===== src/rtl/crc_rr_sched.sv =====
// Round-robin scheduler that hands one job at a time to a shared CRC engine,
// aborts the job if the engine stalls, and returns the result to its owner.
module crc_rr_sched #(
  parameter int WIDTH   = 32,
  parameter int NREQ    = 4,
  parameter int TIMEOUT = 63
) (
  input  logic                      clk,
  input  logic                      rst,
  input  logic [NREQ-1:0]           req_valid,
  input  logic [NREQ*WIDTH-1:0]     req_data,
  input  logic [NREQ*(WIDTH+1)-1:0] req_poly,
  output logic [NREQ-1:0]           req_ready,
  output logic [NREQ-1:0]           rsp_valid,
  output logic [WIDTH-1:0]          rsp_crc,
  output logic                      rsp_err,
  output logic                      eng_start,
  output logic [WIDTH-1:0]          eng_data,
  output logic [WIDTH:0]            eng_poly,
  input  logic                      eng_done,
  input  logic [WIDTH-1:0]          eng_crc,
  output logic                      busy,
  output logic [15:0]               jobs_done
);

  localparam int PTR_W = (NREQ > 1) ? $clog2(NREQ) : 1;
  localparam int CNT_W = (TIMEOUT > 0) ? $clog2(TIMEOUT + 1) : 1;

  typedef enum logic [1:0] {IDLE, ISSUE, WAIT, RESP} state_t;

  state_t             state;
  logic [PTR_W-1:0]   ptr;
  logic [PTR_W-1:0]   grant;
  logic [CNT_W-1:0]   cnt;
  logic [PTR_W-1:0]   win;
  logic [WIDTH-1:0]   sel_data;
  logic [WIDTH:0]     sel_poly;

  // First requester with valid set, searching upward from p and wrapping.
  function automatic logic [PTR_W-1:0] rr_pick(input logic [NREQ-1:0] v,
                                               input logic [PTR_W-1:0] p);
    logic [PTR_W-1:0] pick;
    logic [PTR_W-1:0] idx;
    logic             found;
    pick  = '0;
    found = 1'b0;
    for (int i = 0; i < NREQ; i++) begin
      idx = PTR_W'((int'(p) + i) % NREQ);
      if (!found && v[idx]) begin
        pick  = idx;
        found = 1'b1;
      end
    end
    return pick;
  endfunction

  function automatic logic [NREQ-1:0] onehot(input logic [PTR_W-1:0] idx);
    logic [NREQ-1:0] v;
    v      = '0;
    v[idx] = 1'b1;
    return v;
  endfunction

  assign win  = rr_pick(req_valid, ptr);
  assign busy = (state != IDLE);

  always_comb begin
    sel_data = '0;
    sel_poly = '0;
    for (int i = 0; i < NREQ; i++) begin
      if (win == PTR_W'(i)) begin
        sel_data = req_data[i*WIDTH +: WIDTH];
        sel_poly = req_poly[i*(WIDTH+1) +: WIDTH+1];
      end
    end
  end

  always_ff @(posedge clk) begin
    if (!rst) begin
      state     <= IDLE;
      ptr       <= '0;
      grant     <= '0;
      cnt       <= '0;
      jobs_done <= '0;
      req_ready <= '0;
      rsp_valid <= '0;
      rsp_crc   <= '0;
      rsp_err   <= 1'b0;
      eng_start <= 1'b0;
      eng_data  <= '0;
      eng_poly  <= '0;
    end else begin
      req_ready <= '0;
      rsp_valid <= '0;
      eng_start <= 1'b0;
      case (state)
        IDLE: begin
          if (|req_valid) begin
            grant     <= win;
            eng_data  <= sel_data;
            eng_poly  <= sel_poly;
            req_ready <= onehot(win);
            eng_start <= 1'b1;
            state     <= ISSUE;
          end
        end
        ISSUE: begin
          cnt   <= '0;
          ptr   <= (grant == PTR_W'(NREQ - 1)) ? '0 : grant + 1'b1;
          state <= WAIT;
        end
        WAIT: begin
          // A done arriving on the final timeout cycle still counts as success.
          if (eng_done) begin
            rsp_crc   <= eng_crc;
            rsp_err   <= 1'b0;
            rsp_valid <= onehot(grant);
            state     <= RESP;
          end else if (cnt == CNT_W'(TIMEOUT)) begin
            rsp_crc   <= '0;
            rsp_err   <= 1'b1;
            rsp_valid <= onehot(grant);
            state     <= RESP;
          end else begin
            cnt <= cnt + 1'b1;
          end
        end
        RESP: begin
          if (!rsp_err) jobs_done <= jobs_done + 16'd1;
          state <= IDLE;
        end
        default: state <= IDLE;
      endcase
    end
  end

endmodule


===== config.mk =====
export PLATFORM = sky130hd
export DESIGN_NAME = crc_rr_sched
export DESIGN_NICKNAME = d
export VERILOG_FILES = /design/src/rtl/crc_rr_sched.sv
export SDC_FILE = /design/constraint.sdc
export NUM_CORES = 1
export LEC_CHECK = 0
export BUFFER_PORTS_ARGS = -buffer_cell sky130_fd_sc_hd__clkbuf_2
export CAP_MARGIN = 25
export CORE_AREA = 2 2 165 167
export CTS_BUF_LIST = sky130_fd_sc_hd__clkbuf_2
export DETAILED_ROUTE_END_ITERATION = 16
export DIE_AREA = 0 0 167 169
export GPL_TIMING_DRIVEN = 0
export SLEW_MARGIN = 30
export SYNTH_ARGS = -nofsm -noshare
export SYNTH_HDL_FRONTEND = slang
export SYNTH_SLANG_ARGS = --single-unit
export TNS_END_PERCENT = 1

===== constraint.sdc =====
create_clock -name clk -period 3.65 [get_ports clk]
set_input_delay 0.1825 -clock clk [delete_from_list [all_inputs] [get_ports clk]]
set_output_delay 0.1825 -clock clk [all_outputs]
set_load 0.03 [all_outputs]

# After elaboration in Yosys (flattened, before gate mapping)
# Cells that the tools add are included.
[word_totals]
reg_bits = 135
output_inout_bits = 124
wordCells = 103
[classes]
addsub = 6
magnitude_cmp = 8
n_eq_ne = 12
mux = 42
n_bitwise = 1
reduce_logical = 22
[ops]
columns = ["operator", "n"]
rows = [
  ["32-bit two-way mux", 6],
  ["33-bit two-way mux", 4],
  ["2-bit by 3-bit < comparator with 1-bit output, second input constant", 6],
  ["16-bit by 1-bit adder with 16-bit output, second input constant", 1],
  ["2-bit two-way mux", 8],
  ["1-bit two-way mux", 12],
  ["6-bit two-way mux", 2],
  ["6-bit case mux with 2 select lines", 1],
  ["2-bit AND reduction", 6],
  ["2-bit equality test, second input constant", 5],
  ["1-bit binary-select mux with 2-bit select", 4],
  ["4-bit two-way mux", 2],
  ["2-bit case mux with 4 select lines", 1],
  ["6-bit by 1-bit adder with 6-bit output, second input constant", 1],
  ["6-bit equality test, second input constant", 1],
  ["2-bit inequality test, second input constant", 3],
  ["3-bit AND reduction", 2],
  ["2-bit nonzero test", 3],
  ["1-bit logical AND", 5],
  ["2-bit by 1-bit adder with 2-bit output, second input constant", 2],
  ["2-bit adder, second input constant", 2],
  ["1-bit demux with 2-bit select", 2],
  ["2-bit by 1-bit equality test with 1-bit output, second input constant", 2],
  ["2-bit by 1-bit >= comparator with 1-bit output, second input constant", 2],
  ["5 further kinds", 8],
]

# Logic depth before layout (Yosys ltp)
# Gate-level depths: netlist of the first run.
[depth]
depth_word = 17
depth_mapped = 8
depth_no_buf = 7

# Least setup slack after synthesis of the first run
# OpenSTA, ideal clock, no wires.
[synth_timing]
path_type = "reg-to-reg"
startpoint = "register jobs_done[3]"
endpoint = "register jobs_done[14]"
setup_time_ps = 128
arrival_time_ps = 1549
required_ps = 3522
path_slack_ps = 1974
stages_incl_launch_ff = 6
path_buffers = 0
period_less_slack_ps = 1676
cell_sequence = "dfxtp_1 and4_1 nand4_2 nor4_1 xnor2_1 nor2_1"
[synth_via]
elab_chain_len = 1
[synth_rtl]
columns = ["element", "line_no", "source"]
rows = [
  ["from (decl)", "23", "output logic [15:0] jobs_done"],
  ["from (signal assigned)", "129", "if (!rsp_err) jobs_done <= jobs_done + 16'd1;"],
  ["16-bit by 1-bit adder with 16-bit output", "129", ""],
]
# No other way between the ends.
# A chain may end at the register's enable or synchronous reset.

# Worst setup path in the final report of the first run
[layout_timing]
startpoint = "register ptr[0]"
endpoint = "register eng_data[28]"
[layout_via]
elab_chain_len = 17
elab_cells_between_ends = 32
cone_classes = "add/sub (3); eq/ne (3); mux (19); reduce/logical (7)"
[layout_rtl]
columns = ["element", "line_no", "source"]
rows = [
  ["from (decl)", "32", "logic [PTR_W-1:0] ptr;"],
  ["from (signal assigned)", "109", "ptr <= (grant == PTR_W'(NREQ - 1)) ? '0 : grant + 1'b1;"],
  ["parallel branches: the longest is 11 deep, another holds 2-bit by 1-bit adder with 2-bit output", "n/a", ""],
  ["2-bit two-way mux *", "49", "if (!found && v[idx]) begin"],
  ["2-bit logical NOT", "71", "if (win == PTR_W'(i)) begin"],
  ["32-bit two-way mux (3 in series)", "71", ""],
  ["32-bit two-way mux *", "71", ""],
  ["to (signal assigned)", "100", "eng_data <= sel_data;"],
  ["to (decl)", "18", "output logic [WIDTH-1:0] eng_data,"],
]
# Mark *: on every way between the ends. The select of a mux whose other input is x is not followed.

==> run metrics, run 1 <==
register area share after synthesis 0.417; Die Height around 170 um; Slew HR 0.499; cts bufs inserted 17; placed wire-length estimate 20100 um; max frequency about 0.33 GHz; Starting DRT DRC Count around 410; Sw Ratio 0.438; Synth area leader dfxtp_1; Comb power frac 0.529; vias per cell about 4.8; Synth top cells by count mux2i_1, dfxtp_1, nand2_1; peak supply drop between 300 and 400 uV; IO Count around 420; CP Class flip-flop to flip-flop; final setup vio count 0; status complete, no violations; Worst setup EP type flip-flop; final worst slack roughly 0.66 ns; vias just over 8000; Skew-Pair Late Insertion Delay 0.73 ns; period utilization 0.820; Ys Warns 0; area of placed instances roughly 0.009 mm2; Tightest Pin Transition about 0.75 ns; Syn Area/Cell a little under 10 um2; hold_ws around 0.13 ns; fin. max-slew vios 0; Post-synth EDFFs 0; share of total power in the clock network 0.145; Synth Register Bits between 100 and 150; Overall Global Routing Usage 0.192; Clk pin slew, worst setup/hold paths between 0.2 and 0.25 ns; Filler cells about 2600; clk_skew roughly 0.049 ns; Die ar. 0.0282 mm2; nets about 1600; CTS tree done; crit path launch type flip-flop; most frequent cell after synthesis mux2i_1; Post-synth ARST share 0; dominant synthesized flop cell dfxtp_1; final antenna-violating net count 0; routed wire length 28600 um; # rows 60; Pint 3610 uW; first-pass GRT wire length 42700 um; Area contributors post-synth dfxtp_1, mux2i_1, o221ai_1, nand2_1, a22oi_1; Overflow after GRT 0; Port Buffers roughly 420; Final Hold Fails 0; crit path time final 2.99 ns; Post-Syn Area between 0.006 and 0.007 mm2; static leakage between 0.005 and 0.006 uW; per-cell routed wire length 16.9 um; CP max FO 10; Sinks on Clock Net ~140; minimum setup slack after placement between 1.5 and 2 ns; Hold Crit Class primary input to flip-flop; CORE AREA between 0.02 and 0.03 mm2; area grow syn2layout 78.6%; Data required, critical path about 4.2 ns; CP Data Arrival Time about 3.6 ns; Seq pwr share 0.325; layout cells sized above 1 0.368; Die Wd 167 um; PwrDens between 500 and 600 mW/mm2; maxcap violations 0; GP Congestion around 0.87; total chip power 6430 uW; Starting Density 0.245; H-tree depth 4; Yosys cell types 44; post-synth net total just under 1000; drt pass-1 iters 5; register area approximately 0.0027 mm2; RSZ-0062 raised after global routing false; Max clock buf depth 2; Post-Syn Instances ~660; post-route DRC violation count 0; largest net degree at the start of global routing 17; antenna violations before repair 3; vias in the first global route 8073; CTS root buffer clkbuf_2; top-area cell type share of the netlist area 0.417; Psw between 2000 and 3000 uW; area of the multi-input gates 0.00338 mm2; design area around 0.012 mm2; Setup TNS 0 ns
cell usage in the layout (no fill, tap or decap), types with 5 or more instances in the layout:
cell type,netlist,layout
xnor2_1,7,7
buf_2,19,19
and3_1,8,8
ha_1,10,10
clkbuf_1,17,17
o21ai_0,7,7
inv_1,9,9
buf_12,6,6
dlygate4sd3_1,0,233
clkbuf_4,5,5
o221ai_1,65,65
nor3_1,5,5
dfxtp_1,135,135
xor2_1,5,5
a21oi_1,13,13
a22oi_1,32,32
nand4_1,6,6
mux2i_1,136,136
inv_6,0,5
clkbuf_2,0,440
nand2_1,73,73
nand3_1,5,5
nor2_1,62,62
cells by family (layout without fill, tap and decap cells):
kind of cell             Yosys count  after routing  synth area share
flip-flops                       135            135             0.417
other                              0              1                 0
multiplexers                     136            136             0.210
adder cells (fa/ha/maj)           10             10            0.0193
buffers and inverters             63            749            0.0621
AND/OR/NAND/NOR                  182            182             0.124
XOR/XNOR                          12             12            0.0162
AO/OA/AOI/OAI                    126            126             0.152
final timing paths:
kind	start	endpoint	slack, ns	cells past startpoint
hold reg to reg	cnt[0]	cnt[0]	0.52	1
setup reg to reg	ptr[0]	eng_data[28]	0.66	10
hold / removal	req_valid[0]	grant[0]	0.13	6
setup / recovery	ptr[0]	eng_data[28]	0.66	10
cell type report:
cell class,count,share of cell area
diodes,1,0.000216
clock buffers,19,0.00821
flip-flops and latches,135,0.233
inverters,11,0.00356
multi-input cells,466,0.292
well taps,341,0.0368
clock inverters,13,0.0117
plain buffers,52,0.0312
repair buffers,654,0.383
state kept, by name, indices dropped and copies added, names as in the netlist:
register   flops
eng_poly      33
req_ready      4
jobs_done     16
grant          2
eng_start      1
rsp_crc       32
eng_data      32
state          2
ptr            2
cnt            6
rsp_err        1
rsp_valid      4
routing by layer:
layer / global-route usage / wire (um) / share of wire / up-vias
li1: - / - / - / 3798
met1: 0.234 / 12000 / 0.42 / 3872
met2: 0.331 / 14300 / 0.50 / 333
met3: 0.0421 / 1620 / 0.057 / 67
met4: 0.0712 / 745 / 0.026 / 2
met5: 0 / 8 / 0.00028 / -
worst max-delay path, cell delays in order (launching register included):
cell           delay, ns
dfxtp_1             0.42
nand2b_1            0.15
nor2b_1             0.16
o22a_1              0.16
buf_6               0.17
buf_12              0.19
buf_8               0.17
mux2i_1             0.17
dlygate4sd3_1       0.57
o221ai_1            0.13
dlygate4sd3_1       0.58
power groups by stage:
stage                     Combinational (uW)  Sequential [uW]  Clock, uW
after floorplan                         1110             2780          0
after global placement                  2720             2100          0
after detailed placement                2740             2110          0
after CTS                               3370             2080        971
after global routing                    3630             2130       1020
final                                   3400             2090        934
through the flow:
step,std cells,utilization
6_report,1692,0.437
5_1_grt,1692,0.437
4_1_cts,1691,0.437
3_5_place_dp,1426,0.340
3_3_place_gp,1426,0.340
2_1_floorplan,664,-
timing repair:
item,CTS,global route
setup buffers,0,0
hold endpoints to repair,112,0
resized for setup,0,0
hold buffers,233,0
(Power assumes the default switching activity.)
==> run 2: changes to the inputs <==
ABC_AREA = 1   (was default)
CORE_AREA = 2 2 166 168   (was 2 2 165 167)
DIE_AREA = 0 0 168 170   (was 0 0 167 169)
clock period = 3.1 ns   (was 3.65 ns; I/O delays follow)
==> run metrics, run 2 <==
status complete, no violations; dpl cells roughly 1900; area grow syn2layout 71.4%; Finished Layout Cells about 2200; top-area cell type share of the netlist area 0.367; Area contributors post-synth dfxtp_1, nand2_1, nand3_1, o21ai_0, a21oi_1; crit path time final between 3 and 4 ns; Skew-Pair Late Insertion Delay 0.74 ns; Die Height approximately 170 um; post-synth net total roughly 1500; Ys Warns 0; Post-Syn Area ~0.0074 mm2; fin. max-slew vios 0; PwrDens between 1000 and 1500 mW/mm2; largest net degree at the start of global routing 17; RSZ-0062 raised after global routing true; CTS tree done; CP Class flip-flop to flip-flop; Critical Path Slowest Stage Cell clkbuf_1; Synth Register Bits 135; final setup vio count 0; Sinks on Clock Net around 140; crit path launch type flip-flop; cell repeated most along the worst path inv_1; largest reg by FF count eng_poly; max frequency 0.327 GHz; register area share after synthesis 0.367; post-CTS setup buffer count 0; Clk pin slew, worst setup/hold paths 0.26 ns; Starting Density 0.276; max reg flops 33; period utilization 0.986; CP Data Arrival Time 3.71 ns; Post-synth ARST share 0; CORE AREA 0.0267 mm2; Overall Global Routing Usage 0.248; Worst setup EP type flip-flop; final antenna-violating net count 0; Max clock buf depth 2; antenna violations before repair 3; vias about 10000; per-cell routed wire length between 15 and 20 um; layout cells sized above 1 0.271; total chip power ~13000 uW; nets approximately 2200; CTS root buffer clkbuf_2; most frequent cell after synthesis nand2_1; clk_skew 0.0567 ns; largest stage delay on the critical path roughly 0.58 ns; Post-Syn Instances approximately 1200; Synth top cells by count nand2_1, dfxtp_1, inv_1; maxcap violations 0; first-pass GRT wire length 54600 um; Starting DRT DRC Count 606; Syn Area/Cell ~6.3 um2; commonest non-fill, non-tap cell in the layout clkbuf_2; commonest cells after routing, fill and taps aside clkbuf_2, nand2_1, dlygate4sd3_1; Port Buffers 422; Yosys cell types 34; Post-synth EDFFs 0; Tightest Pin Transition just over 0.9 ns; Overflow after GRT 0; GP Congestion 0.939; drt pass-1 iters 5; placed wire-length estimate between 20000 and 30000 um; Hold Crit Class primary input to flip-flop; Slew HR 0.380; cts bufs inserted 17; Synth area leader dfxtp_1; # rows 60; CP max FO 10; dominant synthesized flop cell dfxtp_1; IO Count between 400 and 500; Final Hold Fails 0; vias in the first global route ~10000; critical-path cell list inv_1 > ha_1 > inv_1 > nor2_1 > clkbuf_1 > clkbuf_1 > o21ai_1 > inv_1 > nand2_1 > dlygate4sd3_1 > a21oi_1; static leakage 0.00637 uW; vias per cell approximately 4.7; biggest regs eng_poly: 33 flops, eng_data: 32 flops, rsp_crc: 32 flops; Die ar. between 0.02 and 0.03 mm2; Die Wd 168 um; peak supply drop around 530 uV; post-route DRC violation count 0; routed wire length roughly 37000 um; H-tree depth 4; Data required, critical path between 3 and 4 ns
==> run 2: changes by cell type in the layout (fill, tap and decap cells not counted), moves of 9 or more <==
cell      before  now
o21ai_0        7  101
nand3_1        5  118
inv_1          9  133
buf_4          2   11
o21ai_1        0   20
a21oi_1       13  100
nand2_1       73  362
nor2_1        62   46
a22oi_1       32   19
o221ai_1      65    0
clkbuf_1      17   41
mux2i_1      136    0
==> run 2: path summary, 6_finish.rpt <==
check               from      endpoint  slack, ns  cells after the start
min          eng_crc[22]   rsp_crc[22]       0.20                      4
max             state[0]  eng_data[10]       0.04                     11
max reg2reg     state[0]  eng_data[10]       0.04                     11
min reg2reg   rsp_crc[6]    rsp_crc[6]       0.48                      2
==> run 2: report_power, final <==
group          internal [uW]  switching, uW
logic                   3690           5630
clock network            553            804
registers               2110            199
total                   6350           6630
==> run 2: area by class of cell <==
type	count	area, um2
inverter	137	514
clock buffer	19	95.1
buffer	74	374
multi-input combinational	819	3810
sequential	135	2710
timing repair buffer	661	4500
fill	2668	14000
clock inverter	13	193
antenna	3	7.51
tap	341	427
==> run 2: repair_timing <==
item                                   in CTS  in global routing
setup endpoints to repair                   0                 54
resized for setup                           0                 24
hold buffers                              239                  0
endpoints found under the hold margin     125                  0
==> run 2: worst max-delay path, delay by kind of cell, from the launching register on <==
kind | cells | cell delay [ns]
AND/OR/NAND/NOR | 2 | 0.27
flip-flops | 1 | 0.39
AO/OA/AOI/OAI | 2 | 0.28
buffers and inverters | 6 | 1.89
adder cells (fa/ha/maj) | 1 | 0.18
==> run 2: logic make-up after synthesis <==
family	after synthesis	share of synthesized area
AND/OR/NAND/NOR	560	0.317
adder cells (fa/ha/maj)	10	0.0170
AO/OA/AOI/OAI	247	0.177
XOR/XNOR	2	0.00238
flip-flops	135	0.367
buffers and inverters	211	0.119
==> run 2: stage by stage <==
stage | setup TNS [ns] | setup WS (ns) | hold WS (ns) | cell area [um2] | utilization
5_1_grt | -0.399 | -0.130 | 0.133 | 12600 | 0.474
3_3_place_gp | 0 | 0.344 | 0.398 | 9910 | 0.372
4_1_cts | 0 | 0.0360 | 0.119 | 12600 | 0.472
6_report | 0 | 0.0425 | 0.204 | 12600 | 0.474
3_5_place_dp | 0 | 0.341 | 0.401 | 9910 | 0.372
2_1_floorplan | 0 | 1.03 | 0.293 | 7370 | -
==> run 2: layer usage <==
layer / vias to the layer above / routed length [um] / part of all wire / global-route usage
li1: 5116 / - / - / -
met1: 4734 / 14800 / 0.41 / 0.278
met2: 445 / 17900 / 0.49 / 0.450
met3: 90 / 2210 / 0.060 / 0.0519
met4: 0 / 1550 / 0.042 / 0.118
met5: - / 0 / 0 / 0
==> run 3: changes to the inputs <==
ABC_AREA = default   (was 1)
CORE_AREA = 2 2 167 169   (was 2 2 166 168)
DIE_AREA = 0 0 169 171   (was 0 0 168 170)
==> run metrics, run 3 (synthesis gave the netlist of run 1 again) <==
status complete, no violations; biggest regs eng_poly: 33 flops, eng_data: 32 flops, rsp_crc: 32 flops; final setup vio count 0; area grow syn2layout 79.2%; antenna violations before repair 2; Tightest Pin Transition around 0.77 ns; met3 Usage GRT 0.0361; Clk pin slew, worst setup/hold paths approximately 0.20 ns; max frequency approximately 0.34 GHz; CTS root buffer clkbuf_2; design area approximately 0.012 mm2; vias per cell around 4.7; met2 usage 0.316; post-route DRC violation count 0; first-pass GRT wire length 40500 um; CORE AREA around 0.027 mm2; Overflow after GRT 0; Port Buffers roughly 420; # rows 61; Setup TNS 0 ns; per-cell routed wire length around 17 um; grt met1 use 0.216; CP Class flip-flop to flip-flop; routed wire length ~28000 um; CP Data Arrival Time approximately 3.6 ns; clk_skew between 0.03 and 0.04 ns; PwrDens about 650 mW/mm2; Max clock buf depth 2; H-tree depth 4; GP Congestion ~0.83; nets roughly 1600; Data required, critical path between 3 and 4 ns; maxcap violations 0; Skew-Pair Late Insertion Delay roughly 0.68 ns; max reg flops 33; Die Wd around 170 um; vias about 7900; peak supply drop about 380 uV; period utilization 0.960; fin. max-slew vios 0; crit path time final 2.98 ns; Slew HR 0.484; Overall Global Routing Usage 0.179; cts bufs inserted 17; Hold Crit Class primary input to flip-flop; Starting Density 0.237; Starting DRT DRC Count ~380; commonest cells after routing, fill and taps aside clkbuf_2, dlygate4sd3_1, mux2i_1; Die ar. around 0.029 mm2; vias in the first global route 7752; placed wire-length estimate slightly below 20000 um; Sinks on Clock Net 135; static leakage approximately 0.0055 uW; Final Hold Fails 0; Filler cells roughly 2700; IO Count 423; layout cells sized above 1 0.370; commonest non-fill, non-tap cell in the layout clkbuf_2; Worst setup EP type flip-flop; CP max FO 10; area of placed instances between 0.009 and 0.01 mm2; CTS tree done; Die Height roughly 170 um; largest reg by FF count eng_poly; busiest grt layer met2; final antenna-violating net count 0; drt pass-1 iters 5; crit path launch type flip-flop; RSZ-0062 raised after global routing false; largest net degree at the start of global routing 17
-- run 3: cell count changes in the layout (fill, tap and decap cells not counted), sizes merged, moves of 86 or more --
cell	change
inv	-130
o21ai	-114
nand2	-293
mux2i	+136
a21oi	-86
nand3	-115
-- run 3: timing repair --
| item | 4_1_cts | 5_1_grt |
|---|---|---|
| hold buffers | 233 | 0 |
| endpoints found under the hold margin | 111 | 0 |
| setup endpoints to repair | 0 | 13 |
| gates resized for setup | 0 | 5 |
| setup buffers | 0 | 1 |
-- run 3: worst max-delay path, cell delays in order, from the launching register on --
cell and delay (ns):
dfxtp_4 0.40, a21o_1 0.16, a21oi_1 0.14, o22a_1 0.19
buf_6 0.14, buf_12 0.17, buf_12 0.16, mux2i_1 0.21
dlygate4sd3_1 0.58, o221ai_1 0.13, dlygate4sd3_1 0.60
-- run 3: area by class of cell --
type	count	area [um2]	share of cell area
repair buffers	655	4460	0.384
multi-input cells	466	3390	0.291
flip-flops and latches	135	2710	0.233
well taps	346	433	0.0372
plain buffers	52	367	0.0315
clock inverters	11	128	0.0110
clock buffers	20	100	0.00861
inverters	11	41.3	0.00355
diodes	2	5.00	0.000430
-- run 3: routing by layer --
metal  up-vias  share of wire
met3        46          0.045
li1       3795              -
met4         0          0.024
met1      3787           0.42
met5         -              0
met2       303           0.51
-- run 3: final timing paths --
path / startpoint / to / slack, ns / cells past startpoint
max: ptr[1] / eng_poly[11] / 0.12 / 10
min: req_valid[0] / eng_start / 0.13 / 4
max reg2reg: ptr[1] / eng_poly[11] / 0.12 / 10
min reg2reg: rsp_err / rsp_err / 0.52 / 2
-- run 3: report_power, final --
part           internal [uW]  total, uW  switching [uW]
Clock                    378       1090             712
Sequential              2180       2470             281
Combinational           1770       4000            2230
-- run 3: through the flow --
step | worst slack [ns] | total power (uW) | cells | util | hold slack, ns
finish | 0.124 | 7550 | 1698 | 0.426 | 0.128
global route | 0.00357 | 7980 | 1698 | 0.426 | 0.0311
CTS | 0.0285 | 7530 | 1695 | 0.424 | 0.0212
detailed placement | 1.02 | 5680 | 1431 | 0.330 | 0.399
global placement | 1.06 | 5650 | 1431 | 0.330 | 0.390
floorplan | 1.42 | 4580 | 664 | - | 0.303
